File: src/rtl/fetch_decode_queue_pkg.sv
// Shared constants and types for the fetch/decode instruction queue.
// Holds the virtual address width, default depth and the decode NOP encoding.
package fetch_decode_queue_pkg;

  localparam int          VIRT_ADDR_WIDTH = 32;
  localparam int          FDQ_DEPTH       = 4;
  // Instruction decode substitutes when d_valid is low (RISC-V addi x0,x0,0).
  localparam logic [31:0] FDQ_NOP         = 32'h0000_0013;

  // Occupancy change requested in a cycle, encoded as {push, pop}.
  typedef enum logic [1:0] {
    OP_IDLE = 2'b00,
    OP_POP  = 2'b01,
    OP_PUSH = 2'b10,
    OP_BOTH = 2'b11
  } fdq_op_e;

endpackage

File: src/rtl/fdq_storage.sv
// Entry array for the fetch/decode queue: one synchronous write port and one
// asynchronous read port.
module fdq_storage #(
  parameter int DEPTH = 4,
  parameter int WIDTH = 64
) (
  input  logic                     clk,
  input  logic                     i_we,
  input  logic [$clog2(DEPTH)-1:0] i_waddr,
  input  logic [WIDTH-1:0]         i_wdata,
  input  logic [$clog2(DEPTH)-1:0] i_raddr,
  output logic [WIDTH-1:0]         o_rdata
);

  logic [WIDTH-1:0] r_mem [DEPTH];

  // NOTE: the array has no reset; an entry is only read once count covers it,
  // so stale contents are never visible and the flops stay plain DFFs.
  always_ff @(posedge clk) begin
    if (i_we) r_mem[i_waddr] <= i_wdata;
  end

  assign o_rdata = r_mem[i_raddr];

endmodule

File: src/rtl/fetch_decode_queue.sv
// In-order {PC, instruction} queue between fetch and decode with one-cycle flush.
// Define FDQ_BYPASS_EN to forward a fetch straight to decode while the queue is empty.
module fetch_decode_queue
  import fetch_decode_queue_pkg::*;
#(
  parameter int INSTR_WIDTH = 32,
  parameter int PC_WIDTH    = VIRT_ADDR_WIDTH,
  parameter int DEPTH       = FDQ_DEPTH,
  parameter int CNT_W       = $clog2(DEPTH) + 1
) (
  input  logic                   clk,
  input  logic                   reset,
  input  logic                   flush,
  input  logic                   f_valid,
  output logic                   f_ready,
  input  logic [PC_WIDTH-1:0]    f_pc,
  input  logic [INSTR_WIDTH-1:0] f_instr,
  output logic                   d_valid,
  input  logic                   d_ready,
  output logic [PC_WIDTH-1:0]    d_pc,
  output logic [INSTR_WIDTH-1:0] d_instr,
  output logic [CNT_W-1:0]       count,
  output logic                   full,
  output logic                   empty
);

  localparam int PTR_W   = $clog2(DEPTH);
  localparam int ENTRY_W = PC_WIDTH + INSTR_WIDTH;

  logic [PTR_W-1:0]       r_rd_ptr, r_wr_ptr;
  logic [CNT_W-1:0]       r_count;
  logic [PC_WIDTH-1:0]    r_last_pc;
  logic [INSTR_WIDTH-1:0] r_last_instr;

  logic                   w_empty, w_full;
  logic                   w_bypass, w_bypass_take;
  logic                   w_push, w_pop;
  logic [ENTRY_W-1:0]     w_head;
  fdq_op_e                w_op;

  assign w_empty = (r_count == '0);
  assign w_full  = (r_count == CNT_W'(DEPTH));

`ifdef FDQ_BYPASS_EN
  assign w_bypass = w_empty & f_valid & ~flush;
`else
  assign w_bypass = 1'b0;
`endif

  // A bypassed instruction taken by decode in the same cycle is never stored.
  assign w_bypass_take = w_bypass & d_ready;
  assign w_push        = f_valid & ~w_full & ~flush & ~w_bypass_take;
  assign w_pop         = ~w_empty & d_ready & ~flush;
  assign w_op          = fdq_op_e'({w_push, w_pop});

  fdq_storage #(
    .DEPTH (DEPTH),
    .WIDTH (ENTRY_W)
  ) u_storage (
    .clk     (clk),
    .i_we    (w_push),
    .i_waddr (r_wr_ptr),
    .i_wdata ({f_pc, f_instr}),
    .i_raddr (r_rd_ptr),
    .o_rdata (w_head)
  );

  always_comb begin
    d_pc    = r_last_pc;
    d_instr = r_last_instr;
    if (w_bypass) begin
      d_pc    = f_pc;
      d_instr = f_instr;
    end else if (!w_empty) begin
      {d_pc, d_instr} = w_head;
    end
  end

  assign d_valid = ~w_empty | w_bypass;
  assign f_ready = ~w_full;
  assign count   = r_count;
  assign full    = w_full;
  assign empty   = w_empty;

  always_ff @(posedge clk or negedge reset) begin
    if (!reset) begin
      r_rd_ptr     <= '0;
      r_wr_ptr     <= '0;
      r_count      <= '0;
      r_last_pc    <= '0;
      r_last_instr <= '0;
    end else if (flush) begin
      r_rd_ptr <= '0;
      r_wr_ptr <= '0;
      r_count  <= '0;
    end else begin
      if (w_push) r_wr_ptr <= r_wr_ptr + 1'b1;
      if (w_pop)  r_rd_ptr <= r_rd_ptr + 1'b1;
      unique case (w_op)
        OP_PUSH: r_count <= r_count + CNT_W'(1);
        OP_POP:  r_count <= r_count - CNT_W'(1);
        OP_BOTH,
        OP_IDLE: r_count <= r_count;
      endcase
      // Keep the last consumed entry on d_* so decode sees stable values when empty.
      if (w_pop) begin
        {r_last_pc, r_last_instr} <= w_head;
      end else if (w_bypass_take) begin
        r_last_pc    <= f_pc;
        r_last_instr <= f_instr;
      end
    end
  end

endmodule

File: config.mk
export PLATFORM = sky130hd
export DESIGN_NAME = fetch_decode_queue
export DESIGN_NICKNAME = d
export VERILOG_FILES = /design/src/rtl/fetch_decode_queue_pkg.sv /design/src/rtl/fdq_storage.sv /design/src/rtl/fetch_decode_queue.sv
export SDC_FILE = /design/constraint.sdc
export NUM_CORES = 1
export LEC_CHECK = 0
export ABC_CLOCK_PERIOD_IN_PS = 7600
export CORE_MARGIN = 2
export CORE_UTILIZATION = 35
export DETAILED_ROUTE_END_ITERATION = 6
export MAX_ROUTING_LAYER = met4
export PLACE_DENSITY = 0.51
export SKIP_LAST_GASP = 1
export SYNTH_ARGS = -nofsm -noshare
export SYNTH_HDL_FRONTEND = slang
export SYNTH_SLANG_ARGS = --single-unit
File: constraint.sdc
create_clock -name clk -period 7.6 [get_ports clk]
set_clock_uncertainty 0.1 [all_clocks]
set_input_delay 0.76 -clock clk [delete_from_list [all_inputs] [get_ports clk]]
set_output_delay 0.76 -clock clk [all_outputs]
set_load 0.02 [all_outputs]
# After elaboration in Yosys (flattened, before gate mapping)
# Memories as Yosys holds them, arrays and structs flattened.
# Index checks and enable logic that the tools add are counted.
# word_totals
regBits	71
mem_bits_rw	256
out_inout_bits	71
input_bits	69
memories	1
# op_classes
mux	10
bitwise	7
n_eq_ne	5
reduce_logical	6
n_addsub	4
# memory_table
memory	words	word_bits	rd	rd_ports_with_merged_regs	wr	line_no	source
u_storage.r_mem	4	64	1	0	1	fdq_storage.sv:15	logic [WIDTH-1:0] r_mem [DEPTH];
# op_table
cell	n
$mux 32	2
$mux 2	4
$pmux 3 s2	1
$add 2x1->2 const B	2
$and 1x1->1	4
$eq 2x2->1 const B	2
$reduce_bool 2->1	2
$add 3x1->3 const B	1
$eq 3x3->1 const B	1
$logic_not 3->1	1
$mux 3	1
$not 1->1	3
$sub 3x1->3 const B	1
$eq 2x1->1 const B	1
$logic_not 2->1	1
$mux 1	2
$ne 2x2->1 const B	1
$reduce_and 2->1	1
$reduce_or 2->1	1

# Depth between registers and ports, before layout
# Gate-level depths: netlist (run 1).
# logic_depth
depth_word	7
depth_mapped	9

# Cells and area by module
# Synthesis (run 1) repeated with hierarchy kept, for this count alone.
# unflattened
hier_cells	720
hier_area_um2	13142.6
# modules_own_cells
mod	cells_each	area_per_inst_um2	n_inst
fdq_storage	338	9341.5	1
fetch_decode_queue	382	3801.1	1

# Worst setup path after synthesis (run 1)
# No wires, ideal clock.
# synth_path
path_kind	reg2reg
start	register r_count[0] (netlist: count[0])
end	memory u_storage.r_mem[0][0] (enable)
arrival_ns	2.842
path_stages_with_launch	5
setup_ns	0.429
path_buffers	0
path_slack_ns	4.230
path_cell_list	dfrtp_1 -> or3b_2 -> inv_1 -> nor3_1 -> and2_1
# synth_between
elab_chain_len	6
# synth_lines
item	line_no	source
from (decl)	fetch_decode_queue.sv:31	logic [CNT_W-1:0] r_count;
from (signal assigned)	fetch_decode_queue.sv:100	OP_PUSH: r_count <= r_count + CNT_W'(1);
from (signal assigned)	fetch_decode_queue.sv:101	OP_POP: r_count <= r_count - CNT_W'(1);
from (signal assigned)	fetch_decode_queue.sv:103	OP_IDLE: r_count <= r_count;
$eq 3x3->1	fetch_decode_queue.sv:42	assign w_full = (r_count == CNT_W'(DEPTH));
$not 1->1	--	
net f_ready	fetch_decode_queue.sv:15	output logic f_ready,
$and 1x1->1 (2 in series)	fetch_decode_queue.sv:52	assign w_push = f_valid & ~w_full & ~flush & ~w_bypass_take;
$mux 1	fdq_storage.sv:20	if (i_we) r_mem[i_waddr] <= i_wdata;
$mux 1 (implied by the code)	fdq_storage.sv:20	
to (decl)	fdq_storage.sv:15	
# The timed path passes the listed nets, and every way through them passes these cells.

# Final worst setup path (run 1)
# layout_path
start	register r_rd_ptr[0]
end	output port d_instr[21]
# layout_between
elab_chain_len	2
# layout_lines
item	line_no	source
from (decl)	fetch_decode_queue.sv:30	logic [PTR_W-1:0] r_rd_ptr, r_wr_ptr;
from (signal assigned)	fetch_decode_queue.sv:98	if (w_pop) r_rd_ptr <= r_rd_ptr + 1'b1;
$mem_v2 4x64	--	
$mux 32	fetch_decode_queue.sv:74	end else if (!w_empty) begin
to (decl)	fetch_decode_queue.sv:21	output logic [INSTR_WIDTH-1:0] d_instr,
# No other way between the ends.

==> results of run 1 <==
layout make-up:
cell class                      instances  area [µm²]  share of cell area (%)
Sequential cell                       327        9470                    59.9
Multi-Input combinational cell        226        3160                    20.0
Timing Repair Buffer                  143        1420                    8.97
Clock buffer                           56        1100                    6.95
Tap cell                              468         586                    3.70
Clock inverter                         11        56.3                   0.356
Inverter                                6        22.5                   0.142
through the flow:
step                      utilization (%)  cells  hold WS [ns]  instance area [µm²]  setup WS [ns]
after floorplan                         -    588         0.354                12800           4.23
after global placement               40.3   1170         0.367                14700           3.46
after detailed placement             40.3   1170         0.376                14700           3.44
after CTS                            43.5   1237         0.163                15800           2.88
after global routing                 43.5   1237         0.182                15800           2.74
final                                43.5   1237         0.142                15800           3.02
worst max-delay path, delay by kind of cell, from the launching register on:
family	cells	cell delay (ns)
buf+inv	2	1.33
mux	2	0.92
flops	1	0.87
registers in the layout (all words and copies together) (netlist names):
signal           flops
r_last_pc           32
u_storage.r_mem    256
count                3
r_wr_ptr             2
r_last_instr        32
r_rd_ptr             2
logic make-up after synthesis:
| family | Yosys count |
|---|---|
| DFF | 327 |
| muxes | 193 |
| buffers and inverters | 35 |
| and+or+nand+nor | 15 |
| AOI/OAI and AO/OA | 8 |
| adders and majority gates | 6 |
| xor gates and xnor gates | 4 |
report_power, final:
| part | switching, mW | total (mW) | internal, mW | leakage, nW |
|---|---|---|---|---|
| sequential | 0.114 | 2.26 | 2.15 | 3.19 |
| combinational | 0.630 | 1.38 | 0.748 | 1.53 |
| clock | 0.676 | 1.67 | 0.998 | 0.567 |
per-layer routing:
metal / GRT usage (%) / wire (µm) / vias to the layer above
li1: - / - / 2680
met1: 19.2 / 12000 / 3236
met2: 25.4 / 13900 / 125
met3: 3.40 / 1310 / 44
met4: 4.01 / 468 / 0
met5: - / 0 / -
how the worst min path moves through the flow:
stage / to / slack (ns)
6_report: r_last_pc[17]$_DFFE_PN0P_ / 0.14
5_1_grt: r_last_pc[20]$_DFFE_PN0P_ / 0.18
2_1_floorplan: r_last_pc[21]$_DFFE_PN0P_ / 0.35
3_5_place_dp: r_last_pc[21]$_DFFE_PN0P_ / 0.38
3_3_place_gp: r_last_pc[23]$_DFFE_PN0P_ / 0.37
4_1_cts: r_last_pc[17]$_DFFE_PN0P_ / 0.16
synth_stat cells (2+ instances only):
cell type / instances / area share [%]
a21oi_1: 3 / 0.12
and2_1: 4 / 0.20
buf_2: 16 / 0.63
buf_6: 6 / 0.53
clkbuf_1: 7 / 0.21
dfrtp_1: 71 / 14
edfxtp_1: 256 / 60
ha_1: 5 / 0.49
inv_1: 6 / 0.18
mux2_1: 3 / 0.26
mux2_2: 125 / 11
mux4_2: 64 / 11
nand3_1: 2 / 0.078
nor2_1: 5 / 0.15
o21ai_0: 3 / 0.12
xor2_1: 3 / 0.21
==> Flow_metrics.wiki, run 1 <==
{| class="wikitable"
! Metric !! Value
|-
| Nets in the synthesized netlist || 663
|-
| Vertical die dimension || 195 µm
|-
| Share of synthesized area spent on multiplexers || 22.6%
|-
| P per Cell Area || 336 mW/mm²
|-
| Average vias per placed instance || 4.92
|-
| Number of nets still failing antenna checks after routing || 0
|-
| CTS Root Buffer Type || clkbuf_16
|-
| #FFs+latches synth || 327
|-
| CTS Buf Count || 37
|-
| Clock tree from TritonCTS || yes
|-
| DRC || 0
|-
| RSZ-0062 raised after global routing || no
|-
| Top library cells by usage in the layout, fill and taps aside || 256 x edfxtp_1, 138 x clkdlybuf4s50_1, 125 x mux2_2
|-
| Area Growth Syn to Fin || 23.5%
|-
| Slew at the pin closest to its max-slew limit || 1.17 ns
|-
| GPL Wtd Cong || 0.667
|-
| Count of filler cells inserted in the layout || 3,105
|-
| Kind of start point of the critical path || register
|-
| Global-route wire length before repair || 42.7 mm
|-
| Total standard cell area after synthesis || 0.0128 mm²
|-
| Relative slew slack || 22.3%
|-
| Die X-Extent || 195 µm
|-
| Number of global-route vias before repair || 6,955
|-
| Max cap viols || 0
|-
| Pre-antenna DRT Iters || 6
|-
| Launch instance of the worst register-to-register path || count[0]$_DFFE_PN0P_
|-
| Clock slew seen by the registers of the worst setup and hold paths || 0.06 ns
|-
| Number of enable flip-flop cells after synthesis || 256
|-
| Total Power Consumption || 5.31 mW
|-
| Path class of the lowest-slack min-delay path || input port to async pin
|-
| Worst Setup EP || d_instr[21]
|-
| Post-synthesis share of cell area spent on full adders, half adders and majority gates || 0.645%
|-
| Data arrival time of the critical path || 3.72 ns
|-
| Area fraction in compound gates after synthesis || 0.401%
|-
| Maximum clock frequency || 218 MHz
|-
| Wire per inst || 22.4 µm
|-
| Endpoint of the most critical register-to-register path || u_storage.r_mem[0][36]$_DFFE_PP_
|-
| Pleak || 5.28 nW
|-
| Fraction of synthesized cell area in xor and xnor cells || 0.274%
|-
| Cell count after synthesis || 588
|-
| Fraction of final layout cells with drive strength greater than 1 || 33.3%
|-
| Standard cell core area || 0.0363 mm²
|-
| Number of pins with negative max-slew slack in the final report || 0
|-
| Worst-path fanout max || 36
|-
| Endpoint kind of the worst setup timing path || primary output
|-
| Maximum ir drop on the vdd rail || 0.000219 V
|-
| Crit path time final || 4.58 ns
|-
| Starting Density || 35.2%
|-
| Number of antenna repair diodes || 0
|-
| Result of the run || finished clean
|-
| Share of synthesized flip-flops with an asynchronous set or reset || 21.7%
|-
| Tot GR Track Use || 15.4%
|-
| Grt total ovfl || 0
|-
| Largest family of logic cells by synthesized area || multiplexers
|-
| Depth of the worst register-to-register path || 5
|-
| Total wire length after detailed routing || 27.7 mm
|-
| Startpoint-to-endpoint class of the critical path || register to primary output
|-
| Port Buffers || 139
|-
| Biggest cell delay along the critical path || 0.87 ns
|-
| Overall via count from detail_route || 6,085
|-
| H-tree depth || 2
|-
| Most used flip-flop cell after synthesis || edfxtp_1
|-
| Clock Sinks || 327
|-
| Final net count || 816
|-
| # IOs || 140
|-
| Number of buffers added for setup after CTS || 0
|-
| Drt initial violations || 341
|-
| Worst reg2reg setup slack || 4.58 ns
|-
| Share of the cycle needed by the critical path after routing || 60.3%
|-
| Largest net degree at the start of global routing || 67
|-
| Number of library cell types mapped by synthesis || 25
|-
| Most common cell after layout, fill and taps aside || edfxtp_1
|-
| Count of synthesis-stage warnings from yosys || 0
|-
| Standard-cell rows || 70
|-
| HPWL reported at the end of detailed placement || 14.8 mm
|-
| Critical path startpoint || r_rd_ptr[0]$_DFFE_PN0P_
|-
| Portion of the post-synthesis area used by sequential elements || 73.9%
|-
| Area of the die || 0.0381 mm²
|-
| Insertion delay to the later sink of the worst-skew pair || 0.51 ns
|-
| Number of antenna violations at the first check in global routing || 0
|-
| CTS-repair resized insts || 0
|-
| Cells along the critical path || buf_4 -> mux4_2 -> mux2_2 -> clkdlybuf4s50_1
|-
| Final TNS setup || 0 ns
|-
| Number of hold violations in the final report || 0
|-
| Mapped Avg Cell Area || 21.8 µm²
|-
| CP required || 6.74 ns
|-
| # setup viols final || 0
|-
| Cell at the slowest stage of the critical path || dfrtp_4
|-
| CTS Hold Buffers Added || 0
|-
| Deepest clock path buffer count || 3
|-
| Simple-gate area share of the yosys netlist || 0.664%
|}
No activity file was read; power rests on OpenSTA's default activity.
==> inputs of run 2 (changes only) <==
--- a/config.mk
+++ b/config.mk
@@ -5,12 +5,12 @@
 export SDC_FILE = /design/constraint.sdc
 export NUM_CORES = 1
 export LEC_CHECK = 0
-export ABC_CLOCK_PERIOD_IN_PS = 7600
+export ABC_CLOCK_PERIOD_IN_PS = 4100
 export CORE_MARGIN = 2
 export CORE_UTILIZATION = 35
 export DETAILED_ROUTE_END_ITERATION = 6
 export MAX_ROUTING_LAYER = met4
-export PLACE_DENSITY = 0.51
+export PLACE_DENSITY = 0.53
 export SKIP_LAST_GASP = 1
 export SYNTH_ARGS = -nofsm -noshare
 export SYNTH_HDL_FRONTEND = slang
==> constraint.sdc (replaced) <==
create_clock -name clk -period 4.1 [get_ports clk]
set_clock_uncertainty 0.1 [all_clocks]
set_input_delay 0.41 -clock clk [delete_from_list [all_inputs] [get_ports clk]]
set_output_delay 0.41 -clock clk [all_outputs]
set_load 0.02 [all_outputs]
==> run 2 against run 1 <==
Compared with the run above:
- sequential cell count unchanged
- wire length down 5.0%
- design area up 1.3%
- sequential power up 84%
- die area unchanged
- register-to-register slack worse by 3.3 ns
- non-clock buffer count up 10
- worst setup slack worse by 2.4 ns
- first-iteration DRC count down 20%
- largest cell class unchanged
- largest power group unchanged
==> Flow_metrics.wiki, run 2 (synthesis results as in run 1) <==
{| class="wikitable"
! Metric !! Value
|-
| # setup viols final || 0
|-
| Top flop regs || u_storage.r_mem x256, r_last_instr x32, r_last_pc x32
|-
| Top library cells by usage in the layout, fill and taps aside || 256 x edfxtp_1, 138 x clkdlybuf4s50_1, 125 x mux2_2
|-
| Largest net degree at the start of global routing || 67
|-
| Result of the run || finished clean
|-
| Number of buffers added for setup after CTS || 0
|-
| Kind of start point of the critical path || register
|-
| Maximum ir drop on the vdd rail || 0.000430 V
|-
| Hold Path Origin || r_last_pc[23]$_DFFE_PN0P_
|-
| # IOs || 140
|-
| Max cap viols || 0
|-
| Number of hold violations in the final report || 0
|-
| Vertical die dimension || 195 µm
|-
| Path class of the lowest-slack min-delay path || register to register
|-
| Pre-antenna DRT Iters || 4
|-
| Global-route wire length before repair || 40.5 mm
|-
| H-tree depth || 2
|-
| Number of pins with negative max-slew slack in the final report || 0
|-
| Tot GR Track Use || 14.4%
|-
| Launch instance of the worst register-to-register path || count[0]$_DFFE_PN0P_
|-
| Clock slew seen by the registers of the worst setup and hold paths || 0.06 ns
|-
| Placement-stage cell area || 0.0148 mm²
|-
| Count of placed standard cells in the final layout, fillers left out || 1,248
|-
| Drt initial violations || 273
|-
| Die X-Extent || 195 µm
|-
| Share of the cycle needed by the critical path after routing || 85.9%
|-
| Area Growth Syn to Fin || 25.1%
|-
| Port Buffers || 139
|-
| Starting Density || 35.2%
|-
| CTS Buf Count || 37
|-
| RSZ-0062 raised after global routing || no
|-
| Deepest clock path buffer count || 3
|-
| Worst reg2reg setup slack || 1.31 ns
|-
| Overall via count from detail_route || 6,064
|-
| Crit path time final || 3.52 ns
|-
| Standard cell core area || 0.0363 mm²
|-
| Number of global-route vias before repair || 6,865
|-
| Insertion delay to the later sink of the worst-skew pair || 0.52 ns
|-
| Pleak || 5.39 nW
|-
| Maximum clock frequency || 284 MHz
|-
| Hold Path Stages || 1
|-
| Fraction of final layout cells with drive strength greater than 1 || 34.3%
|-
| Number of antenna violations at the first check in global routing || 1
|-
| Grt total ovfl || 0
|-
| Endpoint kind of the worst setup timing path || primary output
|-
| Count of placed standard cells including taps || 1,179
|-
| Worst-path fanout max || 45
|-
| Wire per inst || 21.1 µm
|-
| Final TNS setup || 0 ns
|-
| Number of nets still failing antenna checks after routing || 0
|-
| CTS Root Buffer Type || clkbuf_16
|-
| Clock Sinks || 327
|-
| Final net count || 826
|-
| Endpoint of the most critical register-to-register path || count[2]$_DFFE_PN0P_
|-
| Slew at the pin closest to its max-slew limit || 1.06 ns
|-
| HPWL reported at the end of detailed placement || 15.6 mm
|-
| Data arrival time of the critical path || 3.01 ns
|-
| Startpoint-to-endpoint class of the critical path || register to primary output
|-
| Final design instance area without fill || 0.0160 mm²
|-
| DRC || 0
|-
| Clock tree from TritonCTS || yes
|-
| Standard-cell rows || 70
|-
| Average vias per placed instance || 4.86
|-
| Relative slew slack || 29.5%
|-
| Area of the die || 0.0381 mm²
|-
| Worst hold path endpoint || r_last_pc[23]$_DFFE_PN0P_
|-
| Most common cell after layout, fill and taps aside || edfxtp_1
|-
| CP required || 3.59 ns
|-
| Register with the highest flop count || u_storage.r_mem
|-
| Total wire length after detailed routing || 26.3 mm
|-
| Total Power Consumption || 10.1 mW
|-
| Number of flip-flops under the largest register name || 256
|-
| GPL Wtd Cong || 0.765
|-
| P per Cell Area || 630 mW/mm²
|-
| Depth of the worst register-to-register path || 9
|}
run 2: cell count changes in the layout (fill, tap and decap cells not counted), moves of 2 or more:
cell / previous run / this run
buf_4: 5 / 12
bufinv_16: 0 / 6
buf_12: 0 / 2
clkinv_1: 4 / 6
clkbuf_8: 6 / 0
clkinv_2: 5 / 8
clkbuf_1: 11 / 7
run 2: critical path, stage by stage (launching register included):
cell	delay, ns
dfrtp_4	0.91
buf_4	0.35
mux4_2	0.35
mux2_2	0.30
clkdlybuf4s50_1	0.55
run 2: area by class of cell:
cell class,instances,area (µm²)
Inverter,6,22.5
Multi-Input combinational cell,226,3160
Tap cell,468,586
Clock inverter,21,251
Antenna cell,1,2.50
Fill cell,3112,20300
Clock buffer,46,1000
Sequential cell,327,9470
Timing Repair Buffer,153,1520
run 2: worst max-delay path by stage:
stage,start,to,slack [ns],depth (start not counted)
6_report,r_rd_ptr[1]$_DFFE_PN0P_,d_instr[13],0.58,4
5_1_grt,count[0]$_DFFE_PN0P_,d_pc[12],0.47,3
4_1_cts,r_rd_ptr[1]$_DFFE_PN0P_,d_instr[13],0.52,4
3_5_place_dp,flush,u_storage.r_mem[2][46]$_DFFE_PP_,1.02,4
3_3_place_gp,flush,count[2]$_DFFE_PN0P_,1.10,8
2_1_floorplan,count[0]$_DFFE_PN0P_,u_storage.r_mem[0][0]$_DFFE_PP_,0.73,4
run 2: through the flow:
| step | hold slack (ns) | setup WS [ns] | util, % |
|---|---|---|---|
| 6_report | 0.383 | 0.577 | 44.1 |
| 5_1_grt | 0.414 | 0.466 | 44.1 |
| 4_1_cts | 0.386 | 0.517 | 44.1 |
| 3_5_place_dp | 0.373 | 1.02 | 40.6 |
| 3_3_place_gp | 0.367 | 1.10 | 40.6 |
| 2_1_floorplan | 0.0144 | 0.730 | - |
run 2: layer usage:
layer  share of wire [%]  global-route usage (%)  vias up
met2                  51                    24.3      117
met3                 4.4                    3.04       34
li1                    -                       -     2712
met5                   0                       -        -
met1                  43                    17.7     3201
met4                 1.7                    3.90        0
run 2: repair_timing:
action / in CTS / in global routing
hold buffers: 1 / 0
hold endpoints to repair: 44 / 0
gates resized for setup: 0 / 0
run 2: report_power, final:
part	leakage [nW]	switching (mW)	total, mW	internal, mW
clock network	0.619	1.26	3.37	2.11
registers	3.19	0.178	4.15	3.98
logic	1.59	1.17	2.57	1.40
total	5.39	2.61	10.1	7.48
==> inputs of run 3 (changes only) <==
--- a/config.mk
+++ b/config.mk
@@ -6,6 +6,7 @@
 export NUM_CORES = 1
 export LEC_CHECK = 0
 export ABC_CLOCK_PERIOD_IN_PS = 4100
+export CORE_ASPECT_RATIO = 1.4
 export CORE_MARGIN = 2
 export CORE_UTILIZATION = 35
 export DETAILED_ROUTE_END_ITERATION = 6
==> run 3 against run 2 <==
Compared with the run above:
- global-route usage up 0.36 points
- wire length up 2.8%
- clock power shrank 21%
- via count barely moved
- first-iteration DRC count is 15% lower
- combinational power hardly changed
- worst setup slack lost 0.050 ns
- critical path type unchanged
- largest power group unchanged
==> Flow_metrics.wiki, run 3 (synthesis results as in run 1) <==
{| class="wikitable"
! Metric !! Value
|-
| GR met3 Demand/Resource || 2.67%
|-
| Placement-stage cell area || 0.0148 mm²
|-
| GRT busiest layer || met2
|-
| Total wire length after detailed routing || 27.0 mm
|-
| Number of pins with negative max-slew slack in the final report || 0
|-
| RSZ-0062 raised after global routing || no
|-
| Met2 track demand over resource in global routing || 26.5%
|-
| Final TNS setup || 0 ns
|-
| GPL Wtd Cong || 0.714
|-
| Number of hold violations in the final report || 0
|-
| CP required || 3.59 ns
|-
| HPWL reported at the end of detailed placement || 15.9 mm
|-
| DRC || 0
|-
| Top flop regs || u_storage.r_mem x256, r_last_instr x32, r_last_pc x32
|-
| Average vias per placed instance || 4.93
|-
| Clock slew seen by the registers of the worst setup and hold paths || 0.07 ns
|-
| CTS Buf Count || 31
|-
| Result of the run || finished clean
|-
| Kind of start point of the critical path || register
|-
| Area Growth Syn to Fin || 22.8%
|-
| Final net count || 818
|-
| H-tree depth || 1
|-
| Port Buffers || 139
|-
| Top library cells by usage in the layout, fill and taps aside || 256 x edfxtp_1, 138 x clkdlybuf4s50_1, 125 x mux2_2
|-
| P per Cell Area || 598 mW/mm²
|-
| Relative slew slack || 27.6%
|-
| Utilization of the core after routing || 43.8%
|-
| Overall via count from detail_route || 6,062
|-
| Endpoint kind of the worst setup timing path || primary output
|-
| Pre-antenna DRT Iters || 4
|-
| Fraction of final layout cells with drive strength greater than 1 || 32.5%
|-
| Path class of the lowest-slack min-delay path || input port to async pin
|-
| Global-route wire length before repair || 41.9 mm
|-
| Maximum clock frequency || 280 MHz
|-
| # IOs || 140
|-
| Drt initial violations || 233
|-
| CTS Root Buffer Type || clkbuf_16
|-
| Number of antenna violations at the first check in global routing || 2
|-
| Endpoint of the most critical register-to-register path || count[2]$_DFFE_PN0P_
|-
| Slew at the pin closest to its max-slew limit || 1.09 ns
|-
| Max cap viols || 0
|-
| Grt total ovfl || 0
|-
| Clock tree from TritonCTS || yes
|-
| Share of the cycle needed by the critical path after routing || 87.1%
|-
| Met1 Use GR || 16.8%
|-
| Standard-cell rows || 82
|-
| Pleak || 5.23 nW
|-
| Die X-Extent || 166 µm
|-
| Post-route worst hold slack || 0.284 ns
|-
| Worst-path fanout max || 23
|-
| # setup viols final || 0
|-
| Insertion delay to the later sink of the worst-skew pair || 0.56 ns
|-
| Register with the highest flop count || u_storage.r_mem
|-
| Deepest clock path buffer count || 3
|-
| Largest net degree at the start of global routing || 67
|-
| Wire per inst || 22.0 µm
|-
| CTS-repair resized insts || 0
|-
| Data arrival time of the critical path || 3.06 ns
|-
| Maximum ir drop on the vdd rail || 0.000375 V
|-
| Standard cell core area || 0.0359 mm²
|-
| Number of flip-flops under the largest register name || 256
|-
| Final design instance area without fill || 0.0157 mm²
|-
| Worst reg2reg setup slack || 1.39 ns
|-
| Clock Sinks || 327
|-
| Number of global-route vias before repair || 6,945
|-
| Startpoint-to-endpoint class of the critical path || register to primary output
|-
| Depth of the worst register-to-register path || 9
|-
| Starting Density || 35.7%
|-
| Vertical die dimension || 230 µm
|-
| Number of nets still failing antenna checks after routing || 0
|-
| Tot GR Track Use || 14.8%
|-
| Most common cell after layout, fill and taps aside || edfxtp_1
|-
| Area of the die || 0.0382 mm²
|-
| Launch instance of the worst register-to-register path || count[2]$_DFFE_PN0P_
|-
| Crit path time final || 3.57 ns
|}
## run 3: cell count changes in the layout (fill, tap and decap cells not counted), moves of 3 or more
cell | before | now
buf_12 | 2 | 6
clkbuf_16 | 39 | 31
bufinv_16 | 6 | 1
clkbuf_8 | 0 | 3
buf_4 | 12 | 6
clkbuf_1 | 7 | 13
clkinv_2 | 8 | 3
## run 3: how the worst max path moves through the flow
stage                                  from                               to
finish              r_rd_ptr[0]$_DFFE_PN0P_                          d_pc[0]
global route        r_rd_ptr[0]$_DFFE_PN0P_                      d_instr[15]
CTS                 r_rd_ptr[0]$_DFFE_PN0P_                          d_pc[4]
detailed placement  r_rd_ptr[0]$_DFFE_PN0P_                          d_pc[4]
global placement    r_rd_ptr[0]$_DFFE_PN0P_                      d_instr[26]
floorplan              count[0]$_DFFE_PN0P_  u_storage.r_mem[0][0]$_DFFE_PP_
## run 3: routing by layer
| metal | part of all wire, % | vias up |
|---|---|---|
| met2 | 53 | 119 |
| met5 | 0 | - |
| met4 | 2.4 | 0 |
| met3 | 4.2 | 38 |
| met1 | 40 | 3213 |
| li1 | - | 2692 |
## run 3: power by group
group	total [mW]	internal, mW	switching, mW
Clock	2.67	1.50	1.16
Combinational	2.57	1.40	1.17
Sequential	4.17	3.97	0.194
Total	9.40	6.88	2.52
## run 3: per-stage QoR
stage | instances | setup WS (ns) | power (mW)
after floorplan | 588 | 0.730 | 5.74
after global placement | 1171 | 1.04 | 6.80
after detailed placement | 1171 | 1.02 | 6.86
after CTS | 1228 | 0.418 | 9.55
after global routing | 1230 | 0.359 | 9.83
final | 1230 | 0.527 | 9.40
## run 3: worst max-delay path: stages (launching register included)
cell             delay, ns
dfrtp_4               0.73
buf_4                 0.35
mux4_2                0.55
mux2_2                0.31
clkdlybuf4s50_1       0.54
## run 3: layout make-up
class / count / area, µm²
tap: 462 / 578
timing repair buffer: 151 / 1560
inverter: 6 / 22.5
clock inverter: 9 / 63.8
antenna: 2 / 5.00
clock buffer: 47 / 866
fill: 3108 / 20200
sequential: 327 / 9470
multi-input combinational: 226 / 3160
## run 3: what timing repair did
action / CTS / global route
setup buffers: 0 / 0
hold endpoints to repair: 37 / 0
hold buffers: 1 / 0
